`src/rtl/seq_detect_param.sv`:
```
// Serial pattern detector: loadable PAT_LEN-bit pattern, overlap/non-overlap mode, saturating match counter.
// Latency: seq_out is registered and pulses for one cycle starting at the edge that samples the final pattern bit.
// Backpressure: none; seq_en=0 stalls the history, and pat_load discards it and restarts matching.
module seq_detect_param #(
   parameter int                 PAT_LEN = 4,
   parameter logic [PAT_LEN-1:0] PATTERN = 4'b1110,
   parameter bit                 OVERLAP = 1'b1,
   parameter int                 CNT_W   = 8
) (
   input  logic               clock,
   input  logic               reset,
   input  logic               seq_in,
   input  logic               seq_en,
   input  logic               pat_load,
   input  logic [PAT_LEN-1:0] pat_in,
   input  logic               cnt_clr,
   output logic               seq_out,
   output logic [CNT_W-1:0]   match_count
);

   localparam int                FILL_W    = $clog2(PAT_LEN + 1);
   localparam logic [FILL_W-1:0] FILL_FULL = FILL_W'(PAT_LEN);
   localparam logic [CNT_W-1:0]  CNT_MAX   = {CNT_W{1'b1}};

   logic [PAT_LEN-1:0] pat;
   logic [PAT_LEN-1:0] hist;
   logic [PAT_LEN-1:0] hist_n;
   logic [FILL_W-1:0]  fill;
   logic [FILL_W-1:0]  fill_n;
   logic               match;

   // Candidate history after shifting in the current bit, and whether it completes a match.
   // A load on this edge suppresses any match; stale bits never match until the history is full.
   always_comb begin
      hist_n = {hist[PAT_LEN-2:0], seq_in};
      fill_n = (fill == FILL_FULL) ? fill : fill + FILL_W'(1);
      match  = !pat_load && seq_en && (hist_n == pat) && (fill_n == FILL_FULL);
   end

   // Pattern register, shift history, fill level and the registered match pulse.
   always_ff @(posedge clock or posedge reset) begin
      if (reset) begin
         pat     <= PATTERN;
         hist    <= '0;
         fill    <= '0;
         seq_out <= 1'b0;
      end else if (pat_load) begin
         pat     <= pat_in;
         hist    <= '0;
         fill    <= '0;
         seq_out <= 1'b0;
      end else if (seq_en) begin
         hist    <= hist_n;
         seq_out <= match;
         // Non-overlap mode forgets everything after a match so bits cannot be reused.
         fill    <= (match && !OVERLAP) ? '0 : fill_n;
      end else begin
         seq_out <= 1'b0;
      end
   end

   // Saturating match counter; a clear wins over a simultaneous match.
   always_ff @(posedge clock or posedge reset) begin
      if (reset) begin
         match_count <= '0;
      end else if (cnt_clr) begin
         match_count <= '0;
      end else if (match && (match_count != CNT_MAX)) begin
         match_count <= match_count + CNT_W'(1);
      end
   end

endmodule

```
`config.mk`:
```
export PLATFORM = sky130hd
export DESIGN_NAME = seq_detect_param
export DESIGN_NICKNAME = d
export VERILOG_FILES = /design/src/rtl/seq_detect_param.sv
export SDC_FILE = /design/constraint.sdc
export NUM_CORES = 1
export LEC_CHECK = 0
export ABC_AREA = 1
export CELL_PAD_IN_SITES_DETAIL_PLACEMENT = 1
export CELL_PAD_IN_SITES_GLOBAL_PLACEMENT = 2
export CORE_ASPECT_RATIO = 1.25
export CORE_UTILIZATION = 25
export DETAILED_ROUTE_END_ITERATION = 7
export GPL_TIMING_DRIVEN = 0
export HOLD_SLACK_MARGIN = 0.1
export PLACE_DENSITY_LB_ADDON = 0.3
export SLEW_MARGIN = 30
export SYNTH_ARGS = -nofsm -noshare
export SYNTH_HDL_FRONTEND = slang
export SYNTH_SLANG_ARGS = --single-unit
```
`constraint.sdc`:
```
create_clock -name clock -period 2.2 [get_ports clock]
set_clock_uncertainty 0.1 [all_clocks]
set_input_delay 0.44 -clock clock [delete_from_list [all_inputs] [get_ports clock]]
set_output_delay 0.44 -clock clock [all_outputs]
set_load 0.01 [all_outputs]
```
==> impl_results.md, run 1 <==
* Vias/cell at roughly 4.6
* Reg-to-Reg Start: fill[0]
* CP startpoint kind: flip-flop
* Setup bufs post-CTS at 0
* # hold bufs at CTS at 0
* Worst reg2reg endpoint: match_count[7]
* Die area at between 4000 and 5000 sq um
* Initial antenna violation count at 0
* Reg2reg setup slack at about 0.48 ns
* Die Y at 78.7 um
* Endpoints failing setup at 0
* Global-route wire length before repair at around 5000 um
* TritonCTS clock tree: done
* CP required at 1.66 ns
* VDD IR max at around 0.17 mV
* Commonest non-fill, non-tap cell in the layout: nand2_1
* Synth-to-layout area growth at 24.5%
* Routed Antenna Nets at 0
* CTS resizes at 0
* CP max FO at 7
* First-pass DRT Iterations at 2
* Gr ovfl total at 0
* Total number of vias at approximately 1.1k
* Layout cell share with drive strength beyond 1 at approximately 15%
* Seq/Total Area, Yosys at between 40% and 50%
* Syn Std Cell Area at approximately 1200 sq um
* Final net count at approximately 190
* Mapped Avg Cell Area at about 7.5 sq um
* RSZ-0062 raised after global routing: no
* Net Count, Synth at 169
* Mapped Cells at about 160
* Cell area after layout at 1470 sq um
* Leakage power at around 0.73 nW
* Achievable frequency at between 0.5 and 0.6 GHz
* Worst relative slew slack at ~47%
* H-Tree Depth at 1
* Crit-path cells: clkdlybuf4s50_1
* Critical path class: flip-flop to primary output
* Hpwl dp at roughly 2300 um
* DR iter-0 viols at 35
* Endpoint class of the critical path: primary output
* Core Area at between 4000 and 5000 sq um
* Gr usage total at about an eighth
* Top delay family on crit path: buffers and inverters
* PwrDens at approximately 500 nW/um^2
* Clock sinks at 19
* Ant. Diodes at 0
* Fin util at 32.9%
* Drt drc at 0
* Outcome: complete, no violations
* Gpl congestion at roughly 0.76
* Worst skew pair latency at 0.25 ns
* Port buffer count at 17
* Commonest non-fill, non-tap cells in the layout: 41 x nand2_1, 24 x inv_1, 17 x clkdlybuf4s50_1
* Critical-path top delay cell: clkdlybuf4s50_1
* Max cap viols at 0
* Largest net degree at the start of global routing at 20
* WL final at roughly 3000 um
* Hold endpoint: pat[3]
* Rows at 27
* Fin crit share at between 80 and 90%
* Critical path arrival at approximately 1.3 ns
* I/O Pins at 19
* Initial Util at 26.4%
* Worst stage delay on the critical path at about 0.59 ns
* Worst min-delay path category: input port to flip-flop
* Min Tclk post-route at roughly 1.9 ns
* Synth Warn # at 0
* CP bufs+invs at 1
* Placed inst area at ~1400 sq um
* Depth of the most critical reg-to-reg path at 9
* Worst hold start: pat_load
* Hold Path Depth at 2
* Maximum clock path buffer count at 2
* Seq cells post-synth at 19
* Die width at around 63 um
* Drt wl/cell at 12.6 um
* Hold WS at between 0.2 and 0.3 ns
* Worst-Margin Slew at 0.793 ns
* Distinct cell type count after synthesis at 25
* TNS Setup at 0 ns
* Root Buffer: clkbuf_8
* Number of CTS-inserted buffers at 3
* Clock Pin Slew Worst Setup and Hold Paths at 0.08 ns
* Vias in the first global route at between 1k and 1.5k
* Fin. max-slew vios at 0
* Final hold violations at 0
-- metrics by stage --
stage                     power [mW]  setup slack [ns]  cells
after global placement         0.489             0.271    231
after global routing           0.771             0.269    235
after detailed placement       0.493             0.240    231
after CTS                      0.744             0.333    235
after floorplan                0.456             0.675    156
final                          0.733             0.343    235
-- layout make-up --
cell class	count	area, sq um
Fill cell	579	2990
Multi-Input combinational cell	104	563
Sequential cell	19	479
Timing Repair Buffer	17	170
Inverter	28	105
Tap cell	58	72.6
Clock buffer	3	41.3
Buffer	5	30.0
Clock inverter	1	5.00
-- cells in the mapped netlist (all sizes together) --
library cell  number  area (sq um)
nand2             45           184
inv               28           105
dfrtp             16           400
nand3             16          97.6
nand4             12          75.1
nor2              11          58.8
o21ai              6          33.8
o22ai              5          31.3
buf                4          26.3
dfstp              3          78.8
ha                 3          37.5
xor2               3          26.3
or2                2          12.5
clkbuf             1          3.75
nor4               1          6.26
-- logic make-up after synthesis --
family	synth area share, %
compound gates	5.53
buf+inv	11.5
fa+ha+maj	3.19
simple gates	36.9
flops	40.7
xor+xnor	2.23
-- state kept, by name, indices dropped and copies added (netlist names) --
register     cells
match_count      8
pat              4
fill             3
hist             3
seq_out          1
-- worst max path at each step --
stage / from / endpoint / slack, ns / depth (start not counted)
finish: match_count[6] / match_count[6] / 0.34 / 1
global route: match_count[6] / match_count[6] / 0.27 / 1
CTS: match_count[6] / match_count[6] / 0.33 / 1
detailed placement: seq_in / match_count[7] / 0.24 / 10
global placement: seq_in / match_count[0] / 0.27 / 10
floorplan: fill[0] / match_count[3] / 0.67 / 9
-- power breakdown --
part | internal, mW | leakage (nW) | switching [mW]
sequential | 0.365 | 0.251 | 0.00846
clock | 0.126 | 0.0255 | 0.123
combinational | 0.0416 | 0.456 | 0.0690
total | 0.533 | 0.733 | 0.200
-- metal layers --
metal / vias to the layer above / global-route usage, % / part of all wire (%)
met5: - / 0 / 0
met4: 0 / 4.09 / 0.78
met3: 2 / 1.87 / 1.9
met2: 9 / 24.5 / 54
met1: 532 / 14.3 / 43
li1: 541 / - / -
No activity file was read; power rests on OpenSTA's default activity.
==> inputs of run 2 (changes only) <==
==> constraint.sdc (replaced) <==
create_clock -name clock -period 1.5 [get_ports clock]
set_clock_uncertainty 0.1 [all_clocks]
set_input_delay 0.3 -clock clock [delete_from_list [all_inputs] [get_ports clock]]
set_output_delay 0.3 -clock clock [all_outputs]
set_load 0.01 [all_outputs]
==> run 2 against run 1 <==
  * The run now ends with negative setup slack left
  * Flip-flop and latch count unchanged
  * Sequential power up 47%
  * Combinational power up 99%
  * Critical path type is now flip-flop to flip-flop
  * Power rose by 54%
  * Clock power increased by 43%
  * Largest cell class unchanged
==> impl_results.md, run 2 (synthesized netlist as in run 1, its figures left out) <==
* TNS Setup at -0.988 ns (was 0 ns)
* Combinational fraction of design power at 19.6% (was 15.1%)
* Critical path arrival at 1.69 ns (was 1.32 ns)
* Area of the multi-input gates at 677 sq um (was 563 sq um)
* Drt wl/cell at 12.5 um (was 12.6 um)
* Endpoint class of the critical path: flip-flop (was primary output)
* Maximum clock path buffer count at 2 (unchanged)
* Biggest register: match_count (unchanged)
* DR iter-0 viols at 15 (was 35)
* Root Buffer: clkbuf_8 (unchanged)
* VDD IR max at 0.281 mV (was 0.169 mV)
* Total number of vias at 1112 (was 1084)
* Largest net degree at the start of global routing at 20 (unchanged)
* Depth of the most critical reg-to-reg path at 9 (unchanged)
* Vias/cell at 4.58 (was 4.61)
* Worst relative slew slack at 49.6% (was 47.1%)
* Fin. max-slew vios at 0 (unchanged)
* Critical path class: flip-flop to flip-flop (was flip-flop to primary output)
* Die Y at 78.7 um (unchanged)
* Clock Pin Slew Worst Setup and Hold Paths at 0.07 ns (was 0.08 ns)
* Final net count at 199 (was 191)
* CP required at 1.55 ns (was 1.66 ns)
* Reg-to-Reg Start: fill[1] (was fill[0])
* Initial antenna violation count at 0 (unchanged)
* Leakage power at 0.823 nW (was 0.733 nW)
* Rows at 27 (unchanged)
* Register area at 488 sq um (was 479 sq um)
* Setup WS post-layout at -0.140 ns (was 0.343 ns)
* Worst slack, placed at -0.392 ns (was 0.240 ns)
* I/O Pins at 19 (unchanged)
* Gpl congestion at 0.763 (was 0.762)
* Sequential share of power at 48.7% (was 51.0%)
* First-pass DRT Iterations at 4 (was 2)
* Fin crit share at 109%
* Placed inst area at 1480 sq um (was 1420 sq um)
* Ant. Diodes at 0 (unchanged)
* Core Area at 4460 sq um (unchanged)
* Reg2reg setup slack at -0.14 ns (was 0.48 ns)
* Clock sinks at 19 (unchanged)
* Port buffer count at 17 (unchanged)
* RSZ-0062 raised after global routing: yes (was no)
* Achievable frequency at 0.610 GHz
* Worst skew pair latency at 0.25 ns (about the same)
* CP max FO at 8 (was 7)
* Global-route wire length before repair at 5470 um (was 5000 um)
* # hold bufs at CTS at 0 (unchanged)
* Cell area after layout at 1640 sq um (was 1470 sq um)
* Gr ovfl total at 0 (unchanged)
* Vias in the first global route at 1225 (was 1130)
* Failing checks: negative setup slack
* Final hold violations at 0 (unchanged)
* Layout cell share with drive strength beyond 1 at 36.2% (was 14.7%)
* Gr usage total at 13.9% (was 12.8%)
* Switching pwr at 0.314 mW (was 0.200 mW)
* Clk pwr share at 31.7% (was 33.9%)
* Max cap viols at 0 (unchanged)
* WL final at 3040 um (was 2950 um)
* Fill count at 573 (was 579)
* Initial Util at 26.4% (unchanged)
* Synth-to-layout area growth at 39.1% (was 24.5%)
* Min Tclk post-route at 1.64 ns
* Hpwl dp at 2270 um (was 2290 um)
* Worst Setup SP: fill[1] (was match_count[6])
* H-Tree Depth at 1 (unchanged)
* Outcome: finished, violations left (was complete, no violations)
* Routed Antenna Nets at 0 (unchanged)
* Worst reg2reg endpoint: match_count[4] (was match_count[7])
* Drt drc at 0 (unchanged)
* Max reg flops at 8 (unchanged)
* Sw Share at 27.9% (was 27.3%)
* CP startpoint kind: flip-flop (unchanged)
* Worst min-delay path category: input port to flip-flop (unchanged)
* Number of CTS-inserted buffers at 3 (unchanged)
* CP endpoint: match_count[4] (was match_count[6])
* Commonest non-fill, non-tap cell in the layout: nand2_1 (unchanged)
* TritonCTS clock tree: done (unchanged)
* Worst-Margin Slew at 0.755 ns (was 0.793 ns)
* Cells after DPL at 231 (unchanged)
* Die area at 4990 sq um (unchanged)
* Die width at 63.4 um (unchanged)
* Internal Power at 0.814 mW (was 0.533 mW)
* Commonest non-fill, non-tap cells in the layout: 35 x nand2_1, 21 x inv_1, 12 x nand4_1 (was 41 x nand2_1, 24 x inv_1, 17 x clkdlybuf4s50_1)
* Post-route insts no fill at 243 (was 235)
* Top Registers: match_count x8, pat x4 (unchanged)
* Fin util at 36.7% (was 32.9%)
* Endpoints failing setup at 8 (was 0)
* PwrDens at 689 nW/um^2 (was 500 nW/um^2)
run 2: worst max-delay path, cell delays in order (launching register included):
cell	delay, ns
dfrtp_1	0.41
inv_2	0.09
ha_4	0.15
nand2_4	0.08
o21ai_4	0.19
nand2_4	0.08
nor2_4	0.10
nand3_4	0.17
nand3_2	0.12
nand2_1	0.05
run 2: worst min-delay path by stage:
stage | from | endpoint | slack, ns | depth (start not counted)
2_1_floorplan | reset | fill[0] | 0.15 | 1
3_3_place_gp | pat[1] | pat[1] | 0.39 | 2
3_5_place_dp | pat[1] | pat[1] | 0.39 | 2
4_1_cts | pat_load | pat[1] | 0.14 | 2
5_1_grt | pat_load | pat[1] | 0.14 | 2
6_report | pat_load | pat[1] | 0.14 | 2
run 2: repair_timing:
item,in CTS,in global routing
buffers inserted,7,1
pin swaps,4,12
setup endpoints to repair,18,9
resized for setup,21,10
run 2: metal layers:
layer | GRT usage, % | vias up | wire (um) | share of wire [%]
met5 | 0 | - | 0 | 0
met4 | 6.14 | 0 | 49 | 1.6
met3 | 1.29 | 4 | 43 | 1.4
met2 | 25.9 | 11 | 1650 | 54
met1 | 16.0 | 542 | 1300 | 43
li1 | - | 555 | - | -
run 2: area by class of cell:
class | count | area share, %
Multi-Input combinational cell | 104 | 41.3
Clock buffer | 3 | 2.52
Buffer | 5 | 1.83
Tap cell | 58 | 4.43
Clock inverter | 1 | 0.306
Inverter | 28 | 6.42
Timing Repair Buffer | 25 | 13.4
Sequential cell | 19 | 29.8
run 2: power by group through the flow:
| stage | Clock [mW] | Combinational [mW] | Sequential, mW |
|---|---|---|---|
| CTS | 0.387 | 0.208 | 0.550 |
| floorplan | 0 | 0.125 | 0.557 |
| global placement | 0 | 0.172 | 0.559 |
| finish | 0.357 | 0.221 | 0.550 |
| detailed placement | 0 | 0.178 | 0.561 |
| global route | 0.404 | 0.247 | 0.552 |
run 2: through the flow:
step / hold slack (ns) / total power [mW]
2_1_floorplan: 0.149 / 0.681
3_3_place_gp: 0.388 / 0.731
3_5_place_dp: 0.392 / 0.739
4_1_cts: 0.140 / 1.14
5_1_grt: 0.144 / 1.20
6_report: 0.145 / 1.13
==> RTL change 1 (config.mk and constraints of run 1) <==
Change the parameter `CNT_W` from 8 to 10.
--- a/src/rtl/seq_detect_param.sv
+++ b/src/rtl/seq_detect_param.sv
@@ -7,3 +7,3 @@
    parameter bit                 OVERLAP = 1'b1,
-   parameter int                 CNT_W   = 8
+   parameter int                 CNT_W   = 10
 ) (
Ports: changed (resized match_count); port bits go from 19 to 21. No check against the original RTL was run, so the function may have changed too.
==> RTL change 1 against run 1 <==
- area after synthesis grew 9.6%
- die area is 9.3% higher
- sequential cell count rose by 2
- core utilization rose by 0.42 points
- synthesized cell count grew 5.8%
- worst setup slack got worse by 0.081 ns
- wire length increased by 14%
- total power up 5.9%
- cell area is 9.8% higher
- largest cell class unchanged
==> RTL change 1: results (changes against run 1) <==
| Metric | Value |
|---|---|
| Adder and majority cell fraction of the synthesized area | `2.91% (was 3.19%)` |
| Largest voltage drop on the vdd net | `0.227 mV (was 0.169 mV)` |
| First-iteration detailed-routing DRC count | `28 (was 35)` |
| Area after DPL | `1570 um2 (was 1420 um2)` |
| Placed Cells | `245 (was 231)` |
| Well tap count | `60 (was 58)` |
| Leading post-synthesis cells by cell area | `sky130_fd_sc_hd__dfrtp_1 35%, sky130_fd_sc_hd__nand2_1 15%, sky130_fd_sc_hd__nand3_1 8.9% (was sky130_fd_sc_hd__dfrtp_1 34%, sky130_fd_sc_hd__nand2_1 13%, sky130_fd_sc_hd__inv_1 7.7%)` |
| HPWL after detailed placement | `2460 um (was 2290 um)` |
| Clock network contribution to total cell area | `2.80% (was 3.16%)` |
| Maximum fanout count along the critical path | `9 (was 7)` |
| Proportion of synthesized chip area in sequential cells | `41.0% (was 40.7%)` |
| Worst slew margin relative to its limit | `42.2% (was 47.1%)` |
| Post-detailed-route wirelength per cell | `13.5 um (was 12.6 um)` |
| Area taken by flip-flops and latches | `529 um2 (was 479 um2)` |
| Tot GR Track Use | `13.7% (was 12.8%)` |
| Sequential share of cell area | `32.9% (was 32.7%)` |
| Synthesized instance count | `165 (was 156)` |
| Final GP Congestion | `0.690 (was 0.762)` |
| Fraction of standard cell area in multi-input logic | `38.7% (was 38.4%)` |
| Multi-Input Combinational | `116 (was 104)` |
| Drt via density | `4.68 (was 4.61)` |
| Number of distinct standard cells referenced by the synthesized netlist | `22 (was 25)` |
| Share of final-layout standard cells stronger than drive strength 1 | `10.1% (was 14.7%)` |
| R2r worst-path depth | `7 (was 9)` |
| Count of buffers inserted at the top-level ports | `20 (was 17)` |
| Outcome | `complete, no violations (unchanged)` |
| Synthesized net count | `178 (was 169)` |
| Post-Place Worst Slack | `0.0318 ns (was 0.240 ns)` |
| Number of sequential storage elements | `21 (was 19)` |
| Pleak | `0.783 nW (was 0.733 nW)` |
| Share of final layout cell area taken by non-clock buffers | `15.2% (was 13.7%)` |
| Routed WL | `3350 um (was 2950 um)` |
| First-pass GRT wire length | `5690 um (was 5000 um)` |
| Count of buffers not belonging to the clock network in the layout | `24 (was 22)` |
| Layout filler cell count | `591 (was 579)` |
| Number of signal-net inverters in the final layout | `24 (was 28)` |
| Largest net degree at the start of global routing | `22 (was 20)` |
| Post-layout min period | `1.94 ns (was 1.86 ns)` |
-- RTL change 1: cell types whose count changed after synthesis, moves of 2 or more --
cell	before	now
sky130_fd_sc_hd__nand2_1	41	50
sky130_fd_sc_hd__nand3_1	14	23
sky130_fd_sc_hd__inv_2	4	0
sky130_fd_sc_hd__buf_2	3	0
sky130_fd_sc_hd__buf_6	1	4
sky130_fd_sc_hd__nand2_2	3	0
sky130_fd_sc_hd__nor2_1	8	5
sky130_fd_sc_hd__dfrtp_1	16	18
sky130_fd_sc_hd__o22ai_1	5	3
sky130_fd_sc_hd__xnor2_1	0	2
-- RTL change 1: routing by layer --
| metal | wire length (um) | up-vias | track usage (%) |
|---|---|---|---|
| li1 | - | 582 | - |
| met1 | 1400 | 561 | 15.7 |
| met2 | 1840 | 17 | 26.0 |
| met3 | 77 | 5 | 1.65 |
| met4 | 42 | 0 | 4.47 |
| met5 | 0 | - | 0 |
-- RTL change 1: report_power, final --
group / internal (mW) / total [mW] / switching [mW]
clock network: 0.129 / 0.265 / 0.136
registers: 0.402 / 0.410 / 0.00856
logic: 0.0409 / 0.101 / 0.0598
total: 0.572 / 0.776 / 0.204
-- RTL change 1: tightest hold or removal path: cells and delay by family, from the launching register on --
family	cells	cell delay, ns
DFF	1	0.38
and+or+nand+nor	2	0.10
-- RTL change 1: final timing paths --
path                                startpoint  slack [ns]              to
worst min register to register          pat[3]        0.38          pat[3]
worst min-delay path                    pat[3]        0.38          pat[3]
worst max-delay path            match_count[0]        0.26  match_count[0]
worst max register to register  match_count[0]        0.43  match_count[4]
max in group asynchronous                reset        0.91  match_count[8]
min in group asynchronous                reset        0.55  match_count[1]
-- RTL change 1: cell families after synthesis --
group           Yosys count
buf+inv                  28
xor+xnor                  6
fa+ha+maj                 3
flops                    21
simple gates             99
compound gates            8
==> RTL change 2 (config.mk and constraints of run 1) <==
Without the edit above. Reset style: synchronous (`reset`), changed in 2 clocked blocks.
--- a/src/rtl/seq_detect_param.sv
+++ b/src/rtl/seq_detect_param.sv
@@ -40,3 +40,3 @@
    // Pattern register, shift history, fill level and the registered match pulse.
-   always_ff @(posedge clock or posedge reset) begin
+   always_ff @(posedge clock) begin
       if (reset) begin
@@ -62,3 +62,3 @@
    // Saturating match counter; a clear wins over a simultaneous match.
-   always_ff @(posedge clock or posedge reset) begin
+   always_ff @(posedge clock) begin
       if (reset) begin
Formal check against the unedited RTL: differs if reset is asserted again (counterexample within 10 cycles, from zero or initial values and one cycle with reset high); with reset held inactive, the same outputs for 10 cycles.
==> RTL change 2 against run 1 <==
- synthesized cell count rose by 13%
- sequential power fell by 4%
- critical path depth rose by 8
- cell area fell by 6.0%
- count of clock-buffer cells in the layout rose by 1
- sequential share of layout area fell by 5.1 points
- cell count rose by 7.7%
- worst setup slack improved by 0.013 ns
- clock power rose by 2%
- wire length fell by 6.1%
- sequential cell count did not move
- area after synthesis fell by 7.1%
- total power fell by 5.0%
==> RTL change 2: results (changes against run 1) <==
| Metric | Value |
|---|---|
| Most common flop cell mapped by yosys | `sky130_fd_sc_hd__dfxtp_1 (was sky130_fd_sc_hd__dfrtp_1)` |
| Via count of the first global-routing pass | `1155 (was 1130)` |
| Standard-cell rows | `26 (was 27)` |
| First-pass GRT wire length | `4860 um (was 5000 um)` |
| Leading post-synthesis cells by cell area | `sky130_fd_sc_hd__dfxtp_1 35%, sky130_fd_sc_hd__nand2_1 16%, sky130_fd_sc_hd__inv_1 11% (was sky130_fd_sc_hd__dfrtp_1 34%, sky130_fd_sc_hd__nand2_1 13%, sky130_fd_sc_hd__inv_1 7.7%)` |
| Tot GR Track Use | `13.7% (was 12.8%)` |
| HPWL after detailed placement | `2260 um (was 2290 um)` |
| Final GP Congestion | `0.761 (was 0.762)` |
| R2r worst-path depth | `12 (was 9)` |
| Met3 wire length | `42 um (was 57 um)` |
| Synthesized instance count | `176 (was 156)` |
| Pleak | `0.620 nW (was 0.733 nW)` |
| RR Endpoint | `match_count[4] (was match_count[7])` |
| Synthesized net count | `189 (was 169)` |
| Via count | `1123 (was 1084)` |
| Largest net degree at the start of global routing | `11 (was 20)` |
| Largest voltage drop on the vdd net | `0.184 mV (was 0.169 mV)` |
| Setup slack of the most critical reg-to-reg path | `0.45 ns (was 0.48 ns)` |
| Routed length on met2 | `1450 um (was 1610 um)` |
| Length of the first detailed-routing pass in iterations | `4 (was 2)` |
| Worst slew margin relative to its limit | `57.2% (was 47.1%)` |
| Post-detailed-route wirelength per cell | `11.0 um (was 12.6 um)` |
| First-iteration detailed-routing DRC count | `22 (was 35)` |
| Outcome | `complete, no violations (unchanged)` |
| Layout filler cell count | `562 (was 579)` |
| Nets@finish | `211 (was 191)` |
## RTL change 2: worst max path at each step
stage                                end  slack (ns)  cells past startpoint      from
after global routing      match_count[4]        0.19                      9  pat_load
after floorplan           match_count[4]        0.65                     11   fill[0]
final                     match_count[4]        0.36                      9  pat_load
after global placement    match_count[4]        0.11                      9  pat_load
after CTS                 match_count[4]        0.32                      9  pat_load
after detailed placement  match_count[4]        0.05                      9  pat_load
## RTL change 2: layer usage
metal | up-vias | global-route usage [%]
met3 | 5 | 2.05
met5 | - | 0
li1 | 584 | -
met4 | 0 | 4.77
met2 | 9 | 24.0
met1 | 525 | 16.3
## RTL change 2: layout make-up
class | count | area, um2 | share of cell area [%]
Tap cell | 56 | 70.1 | 5.08
Buffer | 3 | 21.3 | 1.54
Multi-Input combinational cell | 120 | 564 | 40.9
Clock buffer | 4 | 45.0 | 3.27
Timing Repair Buffer | 17 | 170 | 12.3
Inverter | 34 | 128 | 9.26
Sequential cell | 19 | 380 | 27.6
## RTL change 2: worst register-to-register path, delay by kind of cell (launching register included)
family,cells,cell delay (ns)
fa+ha+maj,1,0.24
simple gates,9,0.77
buf+inv,2,0.24
flops,1,0.36
## RTL change 2: stage by stage
stage / util (%) / setup slack [ns] / total power [mW] / cell area [um2] / hold slack [ns]
2_1_floorplan: - / 0.653 / 0.417 / 1090 / 0.350
3_3_place_gp: 32.3 / 0.106 / 0.448 / 1330 / 0.379
3_5_place_dp: 32.3 / 0.0464 / 0.451 / 1330 / 0.381
4_1_cts: 33.4 / 0.324 / 0.714 / 1380 / 0.372
5_1_grt: 33.4 / 0.192 / 0.744 / 1380 / 0.386
6_report: 33.4 / 0.356 / 0.696 / 1380 / 0.371
## RTL change 2: cell families after synthesis
logic type | synth area share (%)
flops | 34.8
compound gates | 8.92
simple gates | 38.4
xor+xnor | 0.801
buf+inv | 13.6
fa+ha+maj | 3.43
## RTL change 2: power by group through the flow
stage	Clock, mW	Sequential [mW]	Combinational, mW
floorplan	0	0.366	0.0513
global placement	0	0.368	0.0803
detailed placement	0	0.368	0.0831
CTS	0.270	0.360	0.0837
global route	0.287	0.361	0.0961
finish	0.255	0.360	0.0813
